--- src/rtl/pcecd_pkg.sv ---
`default_nettype none
// ============================================================================
// Module   : pcecd_pkg
// Purpose  : Shared bus-phase codes, status bits and initiator states for the
//            PC Engine CD-ROM bus (initiator and drive model).
// Revision : 1.0 - initial release
// ============================================================================
package pcecd_pkg;

    // Bus phase codes, ordered {msg, cd, io}
    localparam logic [2:0] PHASE_DATA_OUT    = 3'b000;
    localparam logic [2:0] PHASE_DATA_IN     = 3'b001;
    localparam logic [2:0] PHASE_COMMAND     = 3'b010;
    localparam logic [2:0] PHASE_STATUS      = 3'b011;
    localparam logic [2:0] PHASE_MESSAGE_OUT = 3'b110;
    localparam logic [2:0] PHASE_MESSAGE_IN  = 3'b111;

    // $1800 status register bit masks
    localparam logic [7:0] STS_BUSY = 8'h80;
    localparam logic [7:0] STS_REQ  = 8'h40;
    localparam logic [7:0] STS_MSG  = 8'h20;
    localparam logic [7:0] STS_CD   = 8'h10;
    localparam logic [7:0] STS_IO   = 8'h08;

    typedef enum logic [2:0] {
        ST_IDLE        = 3'd0,
        ST_SELECT      = 3'd1,
        ST_WAIT_REQ    = 3'd2,
        ST_ACK_HI      = 3'd3,
        ST_WAIT_REQ_LO = 3'd4,
        ST_BUS_RESET   = 3'd5
    } init_state_t;

    function automatic logic [2:0] bus_phase(input logic msg, input logic cd, input logic io);
        return {msg, cd, io};
    endfunction

endpackage
`default_nettype wire

--- src/rtl/pcecd_timeout.sv ---
`default_nettype none
// ============================================================================
// Module   : pcecd_timeout
// Purpose  : Loadable down-counter; o_expired flags a count of zero.
// Revision : 1.0 - initial release
// ============================================================================
module pcecd_timeout #(
    parameter int WIDTH = 16
) (
    input  logic             i_clk,
    input  logic             i_rst_n,
    input  logic             i_load,
    input  logic [WIDTH-1:0] i_value,
    output logic             o_expired
);

    logic [WIDTH-1:0] r_count;

    always_ff @(posedge i_clk or negedge i_rst_n) begin
        if (!i_rst_n) begin
            r_count <= '0;
        end else if (i_load) begin
            r_count <= i_value;
        end else if (r_count != '0) begin
            r_count <= r_count - 1'b1;
        end
    end

    // Not gated by i_load: the owner's reload depends on its next state,
    // which in turn depends on expiry.
    assign o_expired = (r_count == '0);

endmodule
`default_nettype wire

--- src/rtl/pcecd_initiator.sv ---
`default_nettype none
// ============================================================================
// Module   : pcecd_initiator
// Purpose  : Host-side PC Engine CD-ROM bus initiator: select, command out,
//            data-in stream, status/message capture, timeout bus reset.
// Revision : 1.0 - initial release
// ============================================================================
module pcecd_initiator
    import pcecd_pkg::*;
#(
    parameter int CMD_MAX_LEN    = 10,
    parameter int TIMEOUT_CYCLES = 65535,
    parameter int ACK_HOLD       = 2,
    parameter int RST_CYCLES     = 8
) (
    input  logic       i_clk,
    input  logic       i_rst_n,
    input  logic       i_cmd_wr,
    input  logic [3:0] i_cmd_addr,
    input  logic [7:0] i_cmd_data,
    input  logic [3:0] i_cmd_len,
    input  logic       i_start,
    input  logic       i_bsy,
    input  logic       i_req,
    input  logic       i_msg,
    input  logic       i_cd,
    input  logic       i_io,
    input  logic [7:0] i_db,
    output logic       o_sel,
    output logic       o_ack,
    output logic       o_rst,
    output logic [7:0] o_db,
    output logic [7:0] o_din_data,
    output logic       o_din_valid,
    input  logic       i_din_ready,
    output logic [7:0] o_status,
    output logic [7:0] o_message,
    output logic       o_busy,
    output logic       o_done,
    output logic       o_error,
    output logic       o_timeout
);

    localparam logic [4:0] c_len_max = 5'(CMD_MAX_LEN);
    localparam int         c_tmo_w   = $clog2(TIMEOUT_CYCLES + 1);
    localparam int         c_hold_w  = $clog2(ACK_HOLD + 1);
    localparam int         c_rstc_w  = $clog2(RST_CYCLES + 1);
    localparam logic [c_tmo_w-1:0]  c_tmo_load  = c_tmo_w'(TIMEOUT_CYCLES);
    localparam logic [c_hold_w-1:0] c_hold_load = c_hold_w'(ACK_HOLD - 1);
    localparam logic [c_rstc_w-1:0] c_rst_load  = c_rstc_w'(RST_CYCLES - 1);

    init_state_t r_state, w_state_nx;

    logic [7:0]          r_cmd [CMD_MAX_LEN];
    logic [3:0]          r_len, w_len_nx;
    logic [3:0]          r_idx, w_idx_nx;
    logic [c_hold_w-1:0] r_hold, w_hold_nx;
    logic [c_rstc_w-1:0] r_rst_cnt, w_rst_cnt_nx;
    logic                r_msg_seen, w_msg_seen_nx;
    logic                r_sel, w_sel_nx;
    logic                r_ack, w_ack_nx;
    logic                r_rst, w_rst_nx;
    logic [7:0]          r_db, w_db_nx;
    logic [7:0]          r_din_data, w_din_data_nx;
    logic                r_din_valid, w_din_valid_nx;
    logic [7:0]          r_status, w_status_nx;
    logic [7:0]          r_message, w_message_nx;
    logic                r_busy, w_busy_nx;
    logic                r_done, w_done_nx;
    logic                r_error, w_error_nx;
    logic                r_timeout, w_timeout_nx;

    logic       w_phase_ack;
    logic       w_len_bad;
    logic       w_tmo_hit;
    logic       w_tmo_load;
    logic       w_expired;
    logic [2:0] w_phase;

    assign w_phase   = bus_phase(i_msg, i_cd, i_io);
    assign w_len_bad = (i_cmd_len == 4'd0) || ({1'b0, i_cmd_len} > c_len_max);
    assign w_tmo_hit = w_expired && (r_state != ST_IDLE) && (r_state != ST_BUS_RESET);
    // A stalled data-in sink is not lack of bus progress
    assign w_tmo_load = (r_state == ST_IDLE) || (w_state_nx != r_state) ||
                        (r_din_valid && !i_din_ready);

    pcecd_timeout #(
        .WIDTH (c_tmo_w)
    ) u_timeout (
        .i_clk     (i_clk),
        .i_rst_n   (i_rst_n),
        .i_load    (w_tmo_load),
        .i_value   (c_tmo_load),
        .o_expired (w_expired)
    );

    always_ff @(posedge i_clk) begin
        if (i_cmd_wr && (r_state == ST_IDLE) && ({1'b0, i_cmd_addr} < c_len_max)) begin
            r_cmd[i_cmd_addr] <= i_cmd_data;
        end
    end

    always_comb begin
        w_state_nx     = r_state;
        w_len_nx       = r_len;
        w_idx_nx       = r_idx;
        w_hold_nx      = r_hold;
        w_rst_cnt_nx   = r_rst_cnt;
        w_msg_seen_nx  = r_msg_seen;
        w_sel_nx       = r_sel;
        w_ack_nx       = r_ack;
        w_rst_nx       = r_rst;
        w_db_nx        = r_db;
        w_din_data_nx  = r_din_data;
        w_din_valid_nx = r_din_valid;
        w_status_nx    = r_status;
        w_message_nx   = r_message;
        w_busy_nx      = r_busy;
        w_done_nx      = 1'b0;
        w_error_nx     = r_error;
        w_timeout_nx   = 1'b0;
        w_phase_ack    = 1'b0;

        if (w_tmo_hit) begin
            w_state_nx     = ST_BUS_RESET;
            w_sel_nx       = 1'b0;
            w_ack_nx       = 1'b0;
            w_rst_nx       = 1'b1;
            w_din_valid_nx = 1'b0;
            w_rst_cnt_nx   = c_rst_load;
        end else begin
            case (r_state)
                ST_IDLE: begin
                    if (i_start && !i_bsy) begin
                        w_len_nx      = i_cmd_len;
                        w_idx_nx      = 4'd0;
                        w_msg_seen_nx = 1'b0;
                        w_error_nx    = 1'b0;
                        if (w_len_bad) begin
                            w_error_nx = 1'b1;
                            w_done_nx  = 1'b1;
                        end else begin
                            w_sel_nx   = 1'b1;
                            w_busy_nx  = 1'b1;
                            w_state_nx = ST_SELECT;
                        end
                    end
                end
                ST_SELECT: begin
                    if (i_bsy) begin
                        w_sel_nx   = 1'b0;
                        w_state_nx = ST_WAIT_REQ;
                    end
                end
                ST_WAIT_REQ: begin
                    // Bus free wins over a simultaneous request
                    if (!i_bsy) begin
                        w_busy_nx      = 1'b0;
                        w_done_nx      = 1'b1;
                        w_din_valid_nx = 1'b0;
                        w_state_nx     = ST_IDLE;
                        if (!r_msg_seen) begin
                            w_error_nx = 1'b1;
                        end
                    end else if (i_req) begin
                        case (w_phase)
                            PHASE_COMMAND: begin
                                w_phase_ack = 1'b1;
                                if (r_idx < r_len) begin
                                    w_db_nx = r_cmd[r_idx];
                                end else begin
                                    w_db_nx    = 8'h00;
                                    w_error_nx = 1'b1;
                                end
                                if (r_idx != 4'hF) begin
                                    w_idx_nx = r_idx + 4'd1;
                                end
                            end
                            PHASE_DATA_IN: begin
                                if (!r_din_valid) begin
                                    w_din_valid_nx = 1'b1;
                                    w_din_data_nx  = i_db;
                                end else if (i_din_ready) begin
                                    w_din_valid_nx = 1'b0;
                                    w_phase_ack    = 1'b1;
                                end
                            end
                            PHASE_STATUS: begin
                                w_phase_ack = 1'b1;
                                w_status_nx = i_db;
                            end
                            PHASE_MESSAGE_IN: begin
                                w_phase_ack   = 1'b1;
                                w_message_nx  = i_db;
                                w_msg_seen_nx = 1'b1;
                            end
                            default: begin
                                w_phase_ack = 1'b1;
                                w_db_nx     = 8'h00;
                                w_error_nx  = 1'b1;
                            end
                        endcase
                        if (w_phase_ack) begin
                            w_ack_nx   = 1'b1;
                            w_hold_nx  = c_hold_load;
                            w_state_nx = ST_ACK_HI;
                        end
                    end
                end
                ST_ACK_HI: begin
                    if (r_hold == '0) begin
                        w_state_nx = ST_WAIT_REQ_LO;
                    end else begin
                        w_hold_nx = r_hold - 1'b1;
                    end
                end
                ST_WAIT_REQ_LO: begin
                    if (!i_req) begin
                        w_ack_nx   = 1'b0;
                        w_state_nx = ST_WAIT_REQ;
                    end
                end
                ST_BUS_RESET: begin
                    if (r_rst_cnt == '0) begin
                        w_rst_nx     = 1'b0;
                        w_timeout_nx = 1'b1;
                        w_done_nx    = 1'b1;
                        w_error_nx   = 1'b1;
                        w_busy_nx    = 1'b0;
                        w_state_nx   = ST_IDLE;
                    end else begin
                        w_rst_cnt_nx = r_rst_cnt - 1'b1;
                    end
                end
                default: begin
                    w_state_nx = ST_IDLE;
                end
            endcase
        end
    end

    always_ff @(posedge i_clk or negedge i_rst_n) begin
        if (!i_rst_n) begin
            r_state     <= ST_IDLE;
            r_len       <= 4'd0;
            r_idx       <= 4'd0;
            r_hold      <= '0;
            r_rst_cnt   <= '0;
            r_msg_seen  <= 1'b0;
            r_sel       <= 1'b0;
            r_ack       <= 1'b0;
            r_rst       <= 1'b0;
            r_db        <= 8'h00;
            r_din_data  <= 8'h00;
            r_din_valid <= 1'b0;
            r_status    <= 8'h00;
            r_message   <= 8'h00;
            r_busy      <= 1'b0;
            r_done      <= 1'b0;
            r_error     <= 1'b0;
            r_timeout   <= 1'b0;
        end else begin
            r_state     <= w_state_nx;
            r_len       <= w_len_nx;
            r_idx       <= w_idx_nx;
            r_hold      <= w_hold_nx;
            r_rst_cnt   <= w_rst_cnt_nx;
            r_msg_seen  <= w_msg_seen_nx;
            r_sel       <= w_sel_nx;
            r_ack       <= w_ack_nx;
            r_rst       <= w_rst_nx;
            r_db        <= w_db_nx;
            r_din_data  <= w_din_data_nx;
            r_din_valid <= w_din_valid_nx;
            r_status    <= w_status_nx;
            r_message   <= w_message_nx;
            r_busy      <= w_busy_nx;
            r_done      <= w_done_nx;
            r_error     <= w_error_nx;
            r_timeout   <= w_timeout_nx;
        end
    end

    assign o_sel       = r_sel;
    assign o_ack       = r_ack;
    assign o_rst       = r_rst;
    assign o_db        = r_db;
    assign o_din_data  = r_din_data;
    assign o_din_valid = r_din_valid;
    assign o_status    = r_status;
    assign o_message   = r_message;
    assign o_busy      = r_busy;
    assign o_done      = r_done;
    assign o_error     = r_error;
    assign o_timeout   = r_timeout;

endmodule
`default_nettype wire

--- config.mk ---
export PLATFORM = sky130hd
export DESIGN_NAME = pcecd_initiator
export DESIGN_NICKNAME = d
export VERILOG_FILES = /design/src/rtl/pcecd_pkg.sv /design/src/rtl/pcecd_timeout.sv /design/src/rtl/pcecd_initiator.sv
export SDC_FILE = /design/constraint.sdc
export NUM_CORES = 1
export LEC_CHECK = 0
export CORE_ASPECT_RATIO = 0.5
export CORE_MARGIN = 2
export CORE_UTILIZATION = 37
export DETAILED_ROUTE_END_ITERATION = 8
export GPL_TIMING_DRIVEN = 0
export PLACE_DENSITY = 0.61
export RECOVER_POWER = 100
export SLEW_MARGIN = 20
export SYNTH_ARGS = -nofsm -noshare
export SYNTH_HDL_FRONTEND = slang
export SYNTH_HIERARCHICAL = 1
export SYNTH_SLANG_ARGS = --single-unit
--- constraint.sdc ---
create_clock -name i_clk -period 4.5 [get_ports i_clk]
set_input_delay 0.675 -clock i_clk [delete_from_list [all_inputs] [get_ports i_clk]]
set_output_delay 0.675 -clock i_clk [all_outputs]
set_load 0.01 [all_outputs]
==> reports/metrics.yaml <==
drt:
  drc_errors: 0
  vias: 4615
  drt-total-wl_um: 15100
  dr.pass1.iters: 4
  vias_per_cell: 5.05
  drtIter0Drc: 366
  wl_per_cell_um: 16.6
  ant_nets: 0
die:
  core_mm2: 0.0185
  io_pins: 74
  std_cell_rows: 35
  die_x_um: 199
  dieHeight_um: 101
  initial_core_util: 0.379
  dieArea_mm2: 0.0201
hold_path:
  hold_path_class: "reg2reg"
worst_setup_path:
  cp-start-kind: "flip-flop"
  crit_required_ps: 4810
  path_class: "reg2reg"
  rr_endpoint: "u_timeout/r_count[15]"
  crit_family: "buffers and inverters"
  rrSetupSlack_ps: 540
  path_max_fanout: 10
  path_buf_inv: 5
  worstSetupEndpointType: "flip-flop"
  crit_arrival_ps: 4270
  crit_cells: 14
  endpoint: "u_timeout/r_count[15]"
  crit_start: "u_timeout/r_count[0]"
  crit_slowest_cell: "nor4b_4"
  cpPeakStageDelay_ps: 460
  regToRegStartpoint: "u_timeout/r_count[0]"
  cp_cell_sequence: "inv_1, ha_1, nor4b_4, and4_1, buf_4, clkbuf_1, o31ai_1, nand3_1, mux2_2, o2111ai_1, clkbuf_1, inv_1, o211a_1, a221o_1"
  reg2reg_depth: 14
cts:
  cts_resized: 0
  cts_tree: "built"
  root_buffer: "clkbuf_16"
  h-tree-depth: 4
  cts_buffers: 17
  postCtsSetupRepairBufs: 0
  cts_sinks: 154
  hold_buffers: 0
  worstSkewPairLatency_ps: 430
  clk_pin_slew_worst_paths_ps: 70
  clock_path_buffers: 2
cells_and_area:
  postLayoutCellArea_mm2: 0.00871
  num-nets-final: 682
  nFillCells: 1667
  synthToLayoutAreaGrowth_pct: 24.3
  antenna_cells: 0
  drive_above_1_share: 0.154
  stdcell_count: 913
  fin_util: 0.471
global_routing:
  grt_max_degree: 45
  grt_pass1_wl_um: 23900
  grt_pass1_vias: 4387
  grt_usage: 0.156
  grt-ovfl-total: 0
  antenna_found_initial: 0
place:
  gp_congestion: 0.841
  io_buffers: 73
  hpwl_um: 10600
  placed_area_mm2: 0.00816
  place_ws_ps: 532
  dp_cells: 881
timing:
  hold_slack_ps: 490
  post-route-period-util: 0.880
  finalClockSkew_ps: 13.3
  final.setup.tns_ps: 0
  min_period_ps: 3960
  max_freq_mhz: 253
  slew_headroom: -0.351
  finalHoldViolCount: 0
  rsz0062_at_grt: "false"
  worst_pin_slew_ps: 2030
  fin_ws_ps: 542
  finalMaxSlewViolations: 77
  finalSetupViolCount: 0
logic_synthesis:
  syn_avg_cell_area_um2: 13.1
  ys_seq_elements: 154
  synthCells: 533
  ys.warnings.count: 6
  async_reset_ff_frac: 0.481
  synth_edf_count: 80
  synth-seq-area-share: 0.607
  synthFlopType: "edfxtp_1"
  ys_types: 73
  synth_area_mm2: 0.00701
pwr:
  vdd_ir_drop_max_v: 0.000257
  total_power_mw: 4.67
  p_leak_nw: 3.40
  powerDensity_mw_per_mm2: 536
status:
  violations: "max-capacitance violations, max-slew violations"
  status: "finished, violations left"
run:
  max-cap-violations: 2
placed cells by master (no fill, tap or decap), types with 4 or more instances in the layout:
cell,Yosys,routed
a211oi_1,5,5
a21oi_1,9,9
clkbuf_1,18,20
clkbuf_16,0,17
clkdlybuf4s50_1,0,24
clkinv_8,0,5
conb_1,1,16
dfrtp_1,74,74
dlygate4sd3_1,0,48
edfxtp_1,80,80
ha_1,7,7
inv_1,16,16
inv_6,0,4
mux2_2,33,33
mux2i_1,12,12
mux4_2,16,16
nand2_1,48,48
nand2b_1,11,11
nand3_1,13,13
nand4b_1,5,5
nor2_1,38,39
nor3_1,11,11
o21ai_0,38,39
o31a_1,5,5
o31ai_1,7,7
or3_1,4,4
xnor2_1,7,7
layer usage:
layer / share of wire / routed length, µm / track usage / vias to the layer above
met5: 0 / 0 / 0 / -
met4: 0.012 / 188 / 0.0522 / 0
met3: 0.042 / 630 / 0.0330 / 14
met2: 0.44 / 6720 / 0.236 / 108
met1: 0.50 / 7590 / 0.226 / 2286
li1: - / - / - / 2207
area by class of cell:
class / count / area [µm²] / area share
Timing Repair Buffer: 74 / 737 / 0.0846
Clock buffer: 17 / 425 / 0.0488
Clock inverter: 15 / 174 / 0.0200
Sequential cell: 154 / 4250 / 0.488
Multi-Input combinational cell: 352 / 2610 / 0.300
Tap cell: 259 / 324 / 0.0372
Buffer: 26 / 123 / 0.0141
Inverter: 16 / 60.1 / 0.00689
worst min path at each step:
stage	from	end	slack [ps]	cells after the start
4_1_cts	i_rst_n	r_len[2]	190	1
5_1_grt	r_hold[1]	r_hold[1]	500	1
6_report	o_db[6]	o_db[6]	490	1
3_3_place_gp	o_busy	o_busy	470	1
2_1_floorplan	i_rst_n	o_ack	380	0
3_5_place_dp	o_busy	o_busy	480	1
state kept, by name, summed over array words and instances (netlist names):
register / cells
o_ack: 1
o_busy: 1
o_db: 8
o_din_data: 8
o_din_valid: 1
o_done: 1
o_error: 1
o_message: 8
o_rst: 1
o_sel: 1
o_status: 8
o_timeout: 1
r_cmd: 80
r_hold: 2
r_idx: 4
r_len: 4
r_msg_seen: 1
r_rst_cnt: 4
r_state: 3
u_timeout/r_count: 16
cell usage after synthesis, types with 3 or more instances:
cell | number | area [µm²]
edfxtp_1 | 80 | 2400
dfrtp_1 | 74 | 1850
nand2_1 | 48 | 180
nor2_1 | 38 | 143
o21ai_0 | 38 | 190
mux2_2 | 33 | 372
clkbuf_1 | 18 | 67.6
inv_1 | 16 | 60.1
mux4_2 | 16 | 360
nand3_1 | 13 | 65.1
mux2i_1 | 12 | 120
nand2b_1 | 11 | 68.8
nor3_1 | 11 | 55.1
a21oi_1 | 9 | 45.0
ha_1 | 7 | 87.6
o31ai_1 | 7 | 52.6
xnor2_1 | 7 | 61.3
a211oi_1 | 5 | 37.5
nand4b_1 | 5 | 43.8
o31a_1 | 5 | 43.8
or3_1 | 4 | 25.0
a22o_1 | 3 | 26.3
buf_4 | 3 | 22.5
nor2b_1 | 3 | 18.8
o211a_1 | 3 | 30.0
where the power goes:
| group | switching, mW | total (mW) | internal, mW |
|---|---|---|---|
| clock network | 0.671 | 1.42 | 0.748 |
| logic | 0.688 | 1.34 | 0.654 |
| registers | 0.186 | 1.91 | 1.72 |
| total | 1.55 | 4.67 | 3.12 |
kinds of logic after synthesis:
group	after synthesis	share of synthesized area
AOI/OAI and AO/OA	95	0.0918
adders and majority gates	7	0.0125
buffers and inverters	42	0.0266
other	1	0.000535
DFF	154	0.607
muxes	61	0.122
and+or+nand+nor	164	0.128
xor gates and xnor gates	9	0.0113
(Power assumes the default switching activity.)
